File: config.mk
export PLATFORM = sky130hd
export DESIGN_NAME = fpu_pipe_ctrl
export DESIGN_NICKNAME = d
export VERILOG_FILES = /design/src/rtl/fpu_pkg.sv /design/src/rtl/fpu_iter_seq.sv /design/src/rtl/fpu_pipe_ctrl.sv
export SDC_FILE = /design/constraint.sdc
export NUM_CORES = 1
export LEC_CHECK = 0
export CORE_MARGIN = 2
export CORE_UTILIZATION = 42
export DETAILED_ROUTE_END_ITERATION = 6
export HOLD_SLACK_MARGIN = 0.06
export PLACE_DENSITY = 0.88
export SLEW_MARGIN = 10
export SYNTH_ARGS = -nofsm -noshare
export SYNTH_HDL_FRONTEND = slang
export SYNTH_SLANG_ARGS = --single-unit
File: constraint.sdc
create_clock -name clk -period 1.7 [get_ports clk]
set_input_delay 0.51 -clock clk [delete_from_list [all_inputs] [get_ports clk]]
set_output_delay 0.51 -clock clk [all_outputs]
set_load 0.01 [all_outputs]
File: src/rtl/fpu_pkg.sv
// fpu_pkg: shared op encodings, stage record and helpers
// for the FPU control pipeline (fpu_pipe_ctrl, fpu_iter_seq).
package fpu_pkg;

  localparam int REG_W = 5;
  localparam int OP_W  = 3;

  localparam logic [OP_W-1:0] FOP_ADD  = 3'b000;
  localparam logic [OP_W-1:0] FOP_SUB  = 3'b001;
  localparam logic [OP_W-1:0] FOP_MUL  = 3'b010;
  localparam logic [OP_W-1:0] FOP_DIV  = 3'b100;
  localparam logic [OP_W-1:0] FOP_SQRT = 3'b110;

  typedef enum logic {
    S_RUN  = 1'b0,
    S_ITER = 1'b1
  } iter_state_e;

  typedef struct packed {
    logic             w;
    logic [OP_W-1:0]  c;
    logic [REG_W-1:0] n;
  } stage_t;

  // fdiv (10x) and fsqrt (11x) are iterative
  function automatic logic is_iter(
    input logic [OP_W-1:0] fc
  );
    return fc[2];
  endfunction

endpackage

File: src/rtl/fpu_iter_seq.sv
// fpu_iter_seq: RUN/ITER sequencer for iterative fdiv/fsqrt in E1.
// Ports: i_load (op captured into E1), i_n (occupancy-1);
//   o_busy (ITER), o_iter_start (1-cycle pulse), o_iter_cnt.
module fpu_iter_seq
  import fpu_pkg::*;
#(
  parameter int CNT_W = 4
) (
  input  logic             clk,
  input  logic             reset,
  input  logic             i_load,
  input  logic [CNT_W-1:0] i_n,
  output logic             o_busy,
  output logic             o_iter_start,
  output logic [CNT_W-1:0] o_iter_cnt
);

  iter_state_e      r_state;
  iter_state_e      w_next;
  logic [CNT_W-1:0] r_cnt;
  logic [CNT_W-1:0] w_cnt_nxt;
  logic             r_start;
  logic             w_start_nxt;

  always_ff @(posedge clk) begin
    if (reset) begin
      r_state <= S_RUN;
      r_cnt   <= '0;
      r_start <= 1'b0;
    end else begin
      r_state <= w_next;
      r_cnt   <= w_cnt_nxt;
      r_start <= w_start_nxt;
    end
  end

  always_comb begin
    w_next      = r_state;
    w_cnt_nxt   = r_cnt;
    w_start_nxt = 1'b0;
    unique case (r_state)
      S_RUN: begin
        w_cnt_nxt = '0;
        if (i_load) begin
          w_cnt_nxt   = i_n;
          w_start_nxt = 1'b1;
          // single-cycle ops never leave RUN
          if (i_n != '0)
            w_next = S_ITER;
        end
      end
      S_ITER: begin
        if (r_cnt != '0)
          w_cnt_nxt = r_cnt - 1'b1;
        if (r_cnt <= CNT_W'(1))
          w_next = S_RUN;
      end
      default: w_next = S_RUN;
    endcase
  end

  assign o_busy       = (r_state == S_ITER);
  assign o_iter_start = r_start;
  assign o_iter_cnt   = r_cnt;

endmodule

File: src/rtl/fpu_pipe_ctrl.sv
// fpu_pipe_ctrl: FPU control pipeline E1/E2/E3/WB fed by IU issue
// (fc,wf,fd); exports e*n/e*w/e*c, wn/ww, div/sqrt stall + iter ctl.
module fpu_pipe_ctrl
  import fpu_pkg::*;
#(
  parameter int DIV_CYCLES  = 14,
  parameter int SQRT_CYCLES = 14,
  parameter int CNT_W       = 4
) (
  input  logic             clk,
  input  logic             reset,
  input  logic [OP_W-1:0]  fc,
  input  logic             wf,
  input  logic [REG_W-1:0] fd,
  output logic [REG_W-1:0] e1n,
  output logic [REG_W-1:0] e2n,
  output logic [REG_W-1:0] e3n,
  output logic             e1w,
  output logic             e2w,
  output logic             e3w,
  output logic [OP_W-1:0]  e1c,
  output logic [OP_W-1:0]  e2c,
  output logic [OP_W-1:0]  e3c,
  output logic [REG_W-1:0] wn,
  output logic             ww,
  output logic             stall_div_sqrt,
  output logic             iter_start,
  output logic [CNT_W-1:0] iter_cnt
);

  localparam logic [CNT_W-1:0] DIV_M1  = CNT_W'(DIV_CYCLES - 1);
  localparam logic [CNT_W-1:0] SQRT_M1 = CNT_W'(SQRT_CYCLES - 1);

  stage_t           r_e1;
  stage_t           r_e2;
  stage_t           r_e3;
  stage_t           r_wb;
  stage_t           w_in;
  stage_t           w_bub;
  logic             w_busy;
  logic             w_load;
  logic [CNT_W-1:0] w_n;

  assign w_in   = '{w: wf, c: fc, n: fd};
  assign w_bub  = '{w: 1'b0, c: r_e1.c, n: r_e1.n};
  // sequencer only acts on load while in RUN
  assign w_load = wf & is_iter(fc);
  assign w_n    = fc[1] ? SQRT_M1 : DIV_M1;

  fpu_iter_seq #(
    .CNT_W(CNT_W)
  ) u_seq (
    .clk          (clk),
    .reset        (reset),
    .i_load       (w_load),
    .i_n          (w_n),
    .o_busy       (w_busy),
    .o_iter_start (iter_start),
    .o_iter_cnt   (iter_cnt)
  );

  always_ff @(posedge clk) begin
    if (reset) begin
      r_e1 <= '0;
      r_e2 <= '0;
      r_e3 <= '0;
      r_wb <= '0;
    end else begin
      r_e3 <= r_e2;
      r_wb <= r_e3;
      if (w_busy) begin
        // E1 frozen; E2 takes a bubble
        r_e2 <= w_bub;
      end else begin
        r_e2 <= r_e1;
        r_e1 <= w_in;
      end
    end
  end

  assign e1n = r_e1.n;
  assign e2n = r_e2.n;
  assign e3n = r_e3.n;
  assign e1w = r_e1.w;
  assign e2w = r_e2.w;
  assign e3w = r_e3.w;
  assign e1c = r_e1.c;
  assign e2c = r_e2.c;
  assign e3c = r_e3.c;
  assign wn  = r_wb.n;
  assign ww  = r_wb.w;

  assign stall_div_sqrt = w_busy;

endmodule

==> metrics.md <==
| Metric | Value |
|---|---|
| Final Cycle Share | about 93% |
| H-tree depth | 2 |
| Cell family with most CP delay | simple AND/OR/NAND/NOR gates |
| Min Tclk post-route | 1.58 ns |
| Area of the mapped netlist | roughly 1300 sq um |
| Clock Tree Buf Depth | 2 |
| Setup TNS | 0 ns |
| Hold path cells | 1 |
| Worst skew pair latency | between 0.3 and 0.4 ns |
| Synth top area share | roughly 60% |
| Final Cell Area | about 1900 sq um |
| Sequential share of power | a little over half |
| CTS tree | yes |
| Synth Warn # | 0 |
| Crit Reg-Reg Startpoint | u_seq.o_iter_cnt[0] |
| Sw Pwr | ~0.42 mW |
| Worst path max stage delay | slightly above 0.4 ns |
| Critical path's slowest cell | or3b_4 |
| N_diodes | 0 |
| # rows | 19 |
| Vias in the first global route | 888 |
| R2R depth | 4 |
| Footprint of the multi-input gates | 453 sq um |
| Register area share after synthesis | 61.6% |
| Met2 wire len | 1.31 mm |
| CP startpoint kind | flip-flop |
| Endpoints failing setup | 0 |
| Synth area leaders | dfxtp_1 62%, nor2b_1 11%, mux2i_1 7.1%, nor2_1 3.6%, ha_1 2.0% |
| Worst slew pin tran | about 0.29 ns |
| Async set or reset register ratio after synthesis | 0% |
| R2R setup slack | roughly 0.12 ns |
| Required @ worst endpoint | around 1.9 ns |
| Worst Path Class, Setup | flip-flop to flip-flop |
| Most frequent cell after synthesis | dfxtp_1 |
| Core area | roughly 2800 sq um |
| Post-CTS setup buffers | 0 |
| Reg-to-reg endpoint | u_seq.o_iter_cnt[1] |
| Hold Path End | e3n[4] |
| Status | finished, violations left |
| Starting density of the core | a little under half |
| Seq cells post-synth | 39 |
| Via count | approximately 940 |
| Sw Share | a little under a quarter |
| CP Capture Type | flip-flop |
| PD cells | about 980 nW/um^2 |
| FMAX | 0.632 GHz |
| Uppermost layer routed | met4 |
| PortBufs | 49 |
| Post-Synthesis Cells | between 100 and 150 |
| Clock skew | roughly 0.0083 ns |
| GRT Residual Overflow | 0 |
| CTS buffer count | 5 |
| Clk slew on worst S/H paths | around 0.11 ns |
| Met3 wire len | about 150 um |
| Crit-path max FO | 6 |
| Leak Pwr | between 0.9 and 1 nW |
| Drt wl/cell | 12.7 um |
| Fill cells | around 230 |
| Drt pass-1 iters | 6 |
| Hold Vio Cnt, Final | 0 |
| Clock Sinks | 39 |
| Antenna-violating nets left | 0 |
| Routability cong. | around 0.8 |
| Largest area contributor in the netlist | dfxtp_1 |
| Placed Area | approximately 1800 sq um |
| First-pass GRT wire length | about 4.0 mm |
| Root buffer cell | clkbuf_4 |
| Worst slew margin | 80.6% |
| Io pins | 50 |
| Die height | between 50 and 60 um |
| P_int | roughly 1.4 mW |
| Failing checks | DRC |
| Drt drc | 3 |
| Max-capacitance violation count | 0 |
| Top cells by count, synth | 39 x dfxtp_1, 23 x nor2b_1, 12 x nor2_1, 9 x mux2i_1, 4 x clkbuf_1 |
| Storage element area | just under 800 sq um |
| # nets final | approximately 180 |
| DIE AREA | between 3000 and 4000 sq um |
| Initial antenna violation count | 0 |
| Total GRT Usage | 16.2% |
| Prevailing post-synth register cell | dfxtp_1 |
| RSZ-0062 raised after global routing | false |
| Combinational Power Share | about an eighth |
| Crit path DAT | about 1.8 ns |
| Maximum number of pins on one net before global-route repair | 22 |
| Starting DRT DRC Count | 28 |
| Dpl hpwl | 1.93 mm |
| Post-Syn Nets | between 100 and 150 |
| Buffer and inverter count on the worst path | 1 |
| Overall Power | between 1.5 and 2 mW |
| Share of post-route cells with drive strength above 1 | 12.4% |
| Hold crit path type | flip-flop to flip-flop |
| Synth unique cells | 25 |
| Max rail drop VDD | just over 700 uV |
| Post-synth EDFFs | 0 |
| Syn Area/Cell | approximately 11 sq um |
| Chip width | between 50 and 60 um |
| Hold_sp | e2n[4] |
| Area added between synthesis and finish | 48.1% |
| Final WL | 2.55 mm |
| Wl on met1 | ~1.0 mm |
| Crit-path cells | inv_1 -> ha_2 -> or3b_4 -> a2111oi_2 |
| CTS Hold Bufs | 0 |
| Clock share of power | approximately a third |
| Slew Limit Fails | 0 |
| Vias per cell | about 4.7 |
==> logic make-up (layout without fill, tap and decap cells) <==
| family | Yosys count | after routing | share of synthesized area [%] |
|---|---|---|---|
| adders and majority gates | 2 | 2 | 1.97 |
| buffers and inverters | 9 | 66 | 2.86 |
| and+or+nand+nor | 44 | 44 | 20.1 |
| AOI/OAI and AO/OA | 10 | 10 | 6.32 |
| DFF | 39 | 39 | 61.6 |
| muxes | 9 | 9 | 7.11 |
==> registers in the layout, summed over array words and instances (netlist names) <==
signal              cells
e1c                     3
e1n                     5
e1w                     1
e2c                     3
e2n                     5
e2w                     1
e3c                     3
e3n                     5
e3w                     1
u_seq.o_busy            1
u_seq.o_iter_cnt        4
u_seq.o_iter_start      1
wn                      5
ww                      1
==> final cells by class <==
type | instances | share of cell area [%]
clock buffers | 6 | 2.73
clock inverters | 2 | 1.87
inverters | 3 | 0.600
multi-input cells | 65 | 24.1
flip-flops and latches | 39 | 41.8
well taps | 31 | 2.07
repair buffers | 55 | 26.8
==> worst reg2reg max path, cell delays in order, from the launching register on <==
cell and delay, ns:
dfxtp_2 0.37, inv_1 0.09, ha_2 0.22, or3b_4 0.41, a2111oi_2 0.38
==> what timing repair did <==
action                                  CTS  global route
resized for setup                        41             2
pin swaps                                 0             0
endpoints found under the setup margin   38             2
==> cell usage in the layout (no fill, tap or decap), drive strengths merged, types with 2 or more instances in the layout <==
cell            n
a2111oi         2
a21oi           2
buf             6
clkbuf          6
clkdlybuf4s50  10
dfxtp          39
dlygate4sd2    38
ha              2
inv             3
mux2i           9
nand2           2
nor2           12
nor2b          23
nor3b           2
==> how the worst max path moves through the flow <==
stage | startpoint | depth (start not counted) | slack [ns] | to
6_report | u_seq.o_iter_cnt[0] | 4 | 0.12 | u_seq.o_iter_cnt[1]
5_1_grt | u_seq.o_iter_cnt[0] | 4 | 0.02 | u_seq.o_iter_cnt[1]
4_1_cts | e3c[0] | 1 | 0.002 | e3c[0]
3_5_place_dp | wf | 4 | 0.002 | u_seq.o_iter_cnt[2]
3_3_place_gp | wf | 4 | 0.08 | u_seq.o_iter_cnt[2]
2_1_floorplan | u_seq.o_iter_cnt[0] | 4 | 0.24 | u_seq.o_iter_cnt[1]
==> power groups by stage <==
stage,clock [mW],combinational (mW),sequential [mW]
floorplan,0,0.0937,1.02
global placement,0,0.244,0.999
detailed placement,0,0.251,1.00
CTS,0.643,0.225,0.981
global route,0.689,0.244,0.987
finish,0.635,0.223,0.981
==> routing by layer <==
layer,vias up,GRT usage (%)
met2,32,26.8
met3,6,4.18
met4,0,10.7
li1,485,-
met1,421,18.2
met5,-,0
==> per-stage QoR <==
| step | std cells | setup slack [ns] | hold WS (ns) | utilization (%) |
|---|---|---|---|---|
| after floorplan | 113 | 0.235 | 0.492 | - |
| after global placement | 193 | 0.0752 | 0.443 | 65.2 |
| after detailed placement | 193 | 0.00192 | 0.455 | 65.2 |
| after global routing | 201 | 0.0201 | 0.466 | 66.9 |
| final | 201 | 0.117 | 0.466 | 66.9 |
| after CTS | 201 | 0.00161 | 0.463 | 66.7 |
Note: power is estimated with default switching activity, not from simulation.
==> RTL edit 1 (config.mk and constraints unchanged) <==
`CNT_W` is set to 4 in 2 places; all go to 5.
--- a/src/rtl/fpu_iter_seq.sv
+++ b/src/rtl/fpu_iter_seq.sv
@@ -5,5 +5,5 @@
   import fpu_pkg::*;
 #(
-  parameter int CNT_W = 4
+  parameter int CNT_W = 5
 ) (
   input  logic             clk,
--- a/src/rtl/fpu_pipe_ctrl.sv
+++ b/src/rtl/fpu_pipe_ctrl.sv
@@ -6,5 +6,5 @@
   parameter int DIV_CYCLES  = 14,
   parameter int SQRT_CYCLES = 14,
-  parameter int CNT_W       = 4
+  parameter int CNT_W       = 5
 ) (
   input  logic             clk,
Interface: changed (resized iter_cnt); port bits go from 50 to 51. The function was not compared with the original's and may differ.
==> RTL edit 1 against the unedited design <==
  * Clock power increased by 7.6%
  * Fmax decreased by 0.38%
  * Worst setup slack got worse by 0.0060 ns
  * Synthesized cell count increased by 3.5%
  * Die area increased by 5.2%
  * Cell area increased by 5.1%
  * Largest power group unchanged
  * Sequential cell count increased by 1
  * Power increased by 4.7%
  * Synthesized area increased by 5.6%
  * Clock skew decreased by 0.0022 ns
  * Routed wire length increased by 5.1%
  * Highest routed layer unchanged
  * Largest cell class unchanged
  * Count of clock-buffer cells in the layout increased by 1
  * Cell count increased by 9.0%
  * Sequential share of layout area decreased by 1.0 points
==> RTL edit 1: results (changes against the unedited design) <==
<table>
<tr><th>Metric</th><th>Value</th></tr>
<tr><th colspan="2">Status</th></tr>
<tr><td>Outcome</td><td>finished clean</td></tr>
<tr><th colspan="2">Clocking</th></tr>
<tr><td>Resized Gates After CTS</td><td>43 (+4.9%)</td></tr>
<tr><th colspan="2">Pwr</th></tr>
<tr><td>Clock group total power</td><td>0.683 mW (+7.6%)</td></tr>
<tr><td>Power density over cell area</td><td>976 nW/um2 (-0.39%)</td></tr>
<tr><td>Leakage</td><td>0.940 nW (+3.1%)</td></tr>
<tr><td>Power of the combinational group</td><td>0.238 mW (+7%)</td></tr>
<tr><th colspan="2">Finish</th></tr>
<tr><td>Number of clock buffer instances in the layout</td><td>7 (+1)</td></tr>
<tr><td>Layout fillers</td><td>286 (+27%)</td></tr>
<tr><td>Final #Nets</td><td>187 (+2.7%)</td></tr>
<tr><td>Post-layout instance count excluding filler cells</td><td>219 (+9.0%)</td></tr>
<tr><td>Ratio of cells with drive above 1 in the final layout</td><td>0.143 (+0.0193)</td></tr>
<tr><td>Portion of the layout cell area used by clock cells</td><td>0.0482 (+0.00219)</td></tr>
<tr><td>Layout non-clock buf frac</td><td>0.257 (-0.0105)</td></tr>
<tr><th colspan="2">Setup path</th></tr>
<tr><td>Critical register-to-register path startpoint</td><td>u_seq.o_busy</td></tr>
<tr><td>Data arrival, critical path</td><td>1.08 ns (-0.74 ns)</td></tr>
<tr><td>Slack of the worst reg-to-reg path</td><td>0.28 ns (+0.16 ns)</td></tr>
<tr><th colspan="2">Yosys</th></tr>
<tr><td>Leading cell types by count after synthesis</td><td>dfxtp_1 (40), nor2b_1 (23), nor2_1 (11)</td></tr>
<tr><td>Post-Syn Nets</td><td>130 (+3.2%)</td></tr>
<tr><td>Gate count of the mapped netlist</td><td>117 (+3.5%)</td></tr>
<tr><td>Largest cells by area after synthesis</td><td>dfxtp_1 (60%), nor2b_1 (11%), mux2i_1 (6.7%), nor2_1 (3.1%), ha_1 (1.9%)</td></tr>
<tr><td>Sequential share of the synthesized area</td><td>0.598 (-0.0179)</td></tr>
<tr><th colspan="2">Timing</th></tr>
<tr><td>Rel. slew slack</td><td>0.775 (-0.0314)</td></tr>
<tr><td>Final Skew</td><td>0.00603 ns (-0.00225 ns)</td></tr>
<tr><th colspan="2">Hold path</th></tr>
<tr><td>Endpoint, Worst Hold</td><td>e3c[0]</td></tr>
<tr><th colspan="2">Global routing</th></tr>
<tr><td>Number of global-route vias before repair</td><td>977 (+10%)</td></tr>
<tr><td>Overall fraction of global-route tracks in use</td><td>0.167 (+0.00490)</td></tr>
<tr><td>Global-route wire length before repair</td><td>4370 um (+8.2%)</td></tr>
<tr><th colspan="2">Place</th></tr>
<tr><td>Buffers on Ports</td><td>50 (+2.0%)</td></tr>
<tr><td>Placed Instances</td><td>211 (+9.3%)</td></tr>
<tr><th colspan="2">Detailed routing</th></tr>
<tr><td>Violation count after the first detailed-routing iteration</td><td>16 (-43%)</td></tr>
</table>
## RTL edit 1: worst max-delay path by stage
stage,cells after the start,start,slack [ns],to
after floorplan,4,u_seq.o_busy,0.39,u_seq.o_iter_cnt[0]
after global placement,4,wf,0.07,u_seq.o_iter_cnt[2]
after detailed placement,4,wf,0.01,u_seq.o_iter_cnt[2]
after CTS,1,u_seq.o_iter_cnt[3],0.09,iter_cnt[3]
after global routing,1,u_seq.o_iter_cnt[3],0.07,iter_cnt[3]
final,1,u_seq.o_iter_cnt[3],0.11,iter_cnt[3]
## RTL edit 1: logic make-up after synthesis
kind of cell               synth area share
buffers and inverters                0.0290
muxes                                0.0673
DFF                                   0.598
AOI/OAI and AO/OA                    0.0804
adders and majority gates            0.0187
and+or+nand+nor                       0.207
## RTL edit 1: per-layer routing
metal / track usage / part of all wire / vias up
met2: 0.286 / 0.53 / 36
met4: 0.106 / 0.023 / 0
met1: 0.180 / 0.40 / 455
li1: - / - / 505
met5: 0 / 0 / -
met3: 0.0490 / 0.050 / 6
==> RTL edit 2 (config.mk and constraints unchanged) <==
Without the edit above. Make the reset (`reset`) asynchronous in 2 clocked blocks.
--- a/src/rtl/fpu_iter_seq.sv
+++ b/src/rtl/fpu_iter_seq.sv
@@ -23,5 +23,5 @@
   logic             w_start_nxt;
 
-  always_ff @(posedge clk) begin
+  always_ff @(posedge clk or posedge reset) begin
     if (reset) begin
       r_state <= S_RUN;
--- a/src/rtl/fpu_pipe_ctrl.sv
+++ b/src/rtl/fpu_pipe_ctrl.sv
@@ -60,5 +60,5 @@
   );
 
-  always_ff @(posedge clk) begin
+  always_ff @(posedge clk or posedge reset) begin
     if (reset) begin
       r_e1 <= '0;
Behaviour: differs if reset is asserted again (counterexample within 4 cycles, from zero or initial values and one cycle with reset high); with reset held inactive, the same outputs for 10 cycles.
==> RTL edit 2 against the unedited design <==
  * The run still ends with design-rule violations left
  * Die area shrank 0.93%
  * Critical path depth rose by 2
  * Cell area is 2.4% lower
  * Cell count decreased by 17%
  * Critical path type unchanged
  * Worst setup slack got worse by 0.011 ns
  * Synthesized area is 0.99% lower
  * Sequential cell count did not move
  * Routed wire length shrank 2.6%
Power is not compared: it rests on default switching activity, and its combinational part moved more than twofold at a synthesized area within 25%.
==> RTL edit 2: results (changes against the unedited design) <==
<table>
<tr><th>Metric</th><th>Value</th></tr>
<tr><th colspan="2">Status</th></tr>
<tr><td>Outcome</td><td>complete, but fails checks</td></tr>
<tr><td>Violated checks</td><td>design-rule violations</td></tr>
<tr><th colspan="2">Yosys</th></tr>
<tr><td>Sequential share of the synthesized area</td><td>0.778 (+0.162)</td></tr>
<tr><td>Ys flop type</td><td>dfrtp_1</td></tr>
<tr><td>Netlist cell types</td><td>20 (-20%)</td></tr>
<tr><td>FFs w/ async S/R, synth</td><td>1.00 (+1.00)</td></tr>
<tr><td>Leading cell types by count after synthesis</td><td>dfrtp_1 (39), mux2_2 (9), inv_1 (5)</td></tr>
<tr><th colspan="2">Timing</th></tr>
<tr><td>Final Skew</td><td>0.0134 ns (+0.00516 ns)</td></tr>
<tr><td>Post-route worst hold slack</td><td>0.370 ns (-0.0957 ns)</td></tr>
<tr><td>Rel. slew slack</td><td>0.783 (-0.0230)</td></tr>
<tr><th colspan="2">Place</th></tr>
<tr><td>Dpl cell area</td><td>1800 um2 (-1.5%)</td></tr>
<tr><td>HPWL after detailed placement</td><td>1860 um (-3.7%)</td></tr>
<tr><td>Final weighted congestion in routability-driven placement</td><td>0.717 (-10%)</td></tr>
<tr><th colspan="2">Global routing</th></tr>
<tr><td>Global-route wire length before repair</td><td>4110 um (+1.7%)</td></tr>
<tr><td>Number of global-route vias before repair</td><td>875 (-1.5%)</td></tr>
<tr><td>Overall fraction of global-route tracks in use</td><td>0.166 (+0.00451)</td></tr>
<tr><th colspan="2">Finish</th></tr>
<tr><td>Layout non-clock buf frac</td><td>0.266 (-0.00229)</td></tr>
<tr><td>Layout fillers</td><td>228 (+0.88%)</td></tr>
<tr><td>Multi-In Gates</td><td>29 (-55%)</td></tr>
<tr><td>Final #Nets</td><td>149 (-18%)</td></tr>
<tr><td>Non-clk invs</td><td>6 (+3)</td></tr>
<tr><td>Proportion of cell area occupied by registers</td><td>0.533 (+0.115)</td></tr>
<tr><td>Ratio of cells with drive above 1 in the final layout</td><td>0.191 (+0.0676)</td></tr>
<tr><td>Final core utilization</td><td>0.653 (-0.0161)</td></tr>
<tr><th colspan="2">Setup path</th></tr>
<tr><td>R2R depth</td><td>6 (+2)</td></tr>
<tr><td>Cell with the biggest individual delay on the critical path</td><td>dfrtp_1</td></tr>
<tr><td>Crit Path Max Fanout</td><td>4 (-2)</td></tr>
<tr><td>Endpoint of the lowest-slack register-to-register path</td><td>u_seq.o_iter_cnt[3]</td></tr>
<tr><th colspan="2">Detailed routing</th></tr>
<tr><td>Post-detailed-routing wire length</td><td>2480 um (-2.6%)</td></tr>
<tr><td>Total DRC errors in the routed layout</td><td>7 (+4)</td></tr>
<tr><td>Violation count after the first detailed-routing iteration</td><td>42 (+50%)</td></tr>
<tr><th colspan="2">Hold path</th></tr>
<tr><td>Endpoint, Worst Hold</td><td>e3n[3]</td></tr>
</table>
[RTL edit 2: per-layer routing]
metal  vias up  GRT usage  wire [um]
met2        39      0.283       1340
met5         -          0          0
met4         0     0.0747          0
met3         0     0.0681        218
li1        372          -          -
met1       416      0.183        930
[RTL edit 2: timing repair]
| item | in CTS | in global routing |
|---|---|---|
| setup buffers | 3 | 0 |
| gates resized for setup | 39 | 0 |
| endpoints found under the setup margin | 39 | 0 |
[RTL edit 2: cells by family (layout without fill, tap and decap cells)]
group | count (synthesis) | count (layout) | synth area share
flops | 39 | 39 | 0.778
mux | 9 | 9 | 0.0808
fa+ha+maj | 2 | 2 | 0.0199
compound gates | 8 | 8 | 0.0409
xor+xnor | 1 | 1 | 0.00698
buf+inv | 7 | 68 | 0.0219
simple gates | 9 | 9 | 0.0518
[RTL edit 2: through the flow]
step                instances  setup slack [ns]
global route              167           0.00677
detailed placement        157            0.0716
finish                    167             0.106
global placement          157             0.173
CTS                       167             0.133
floorplan                  75             0.301
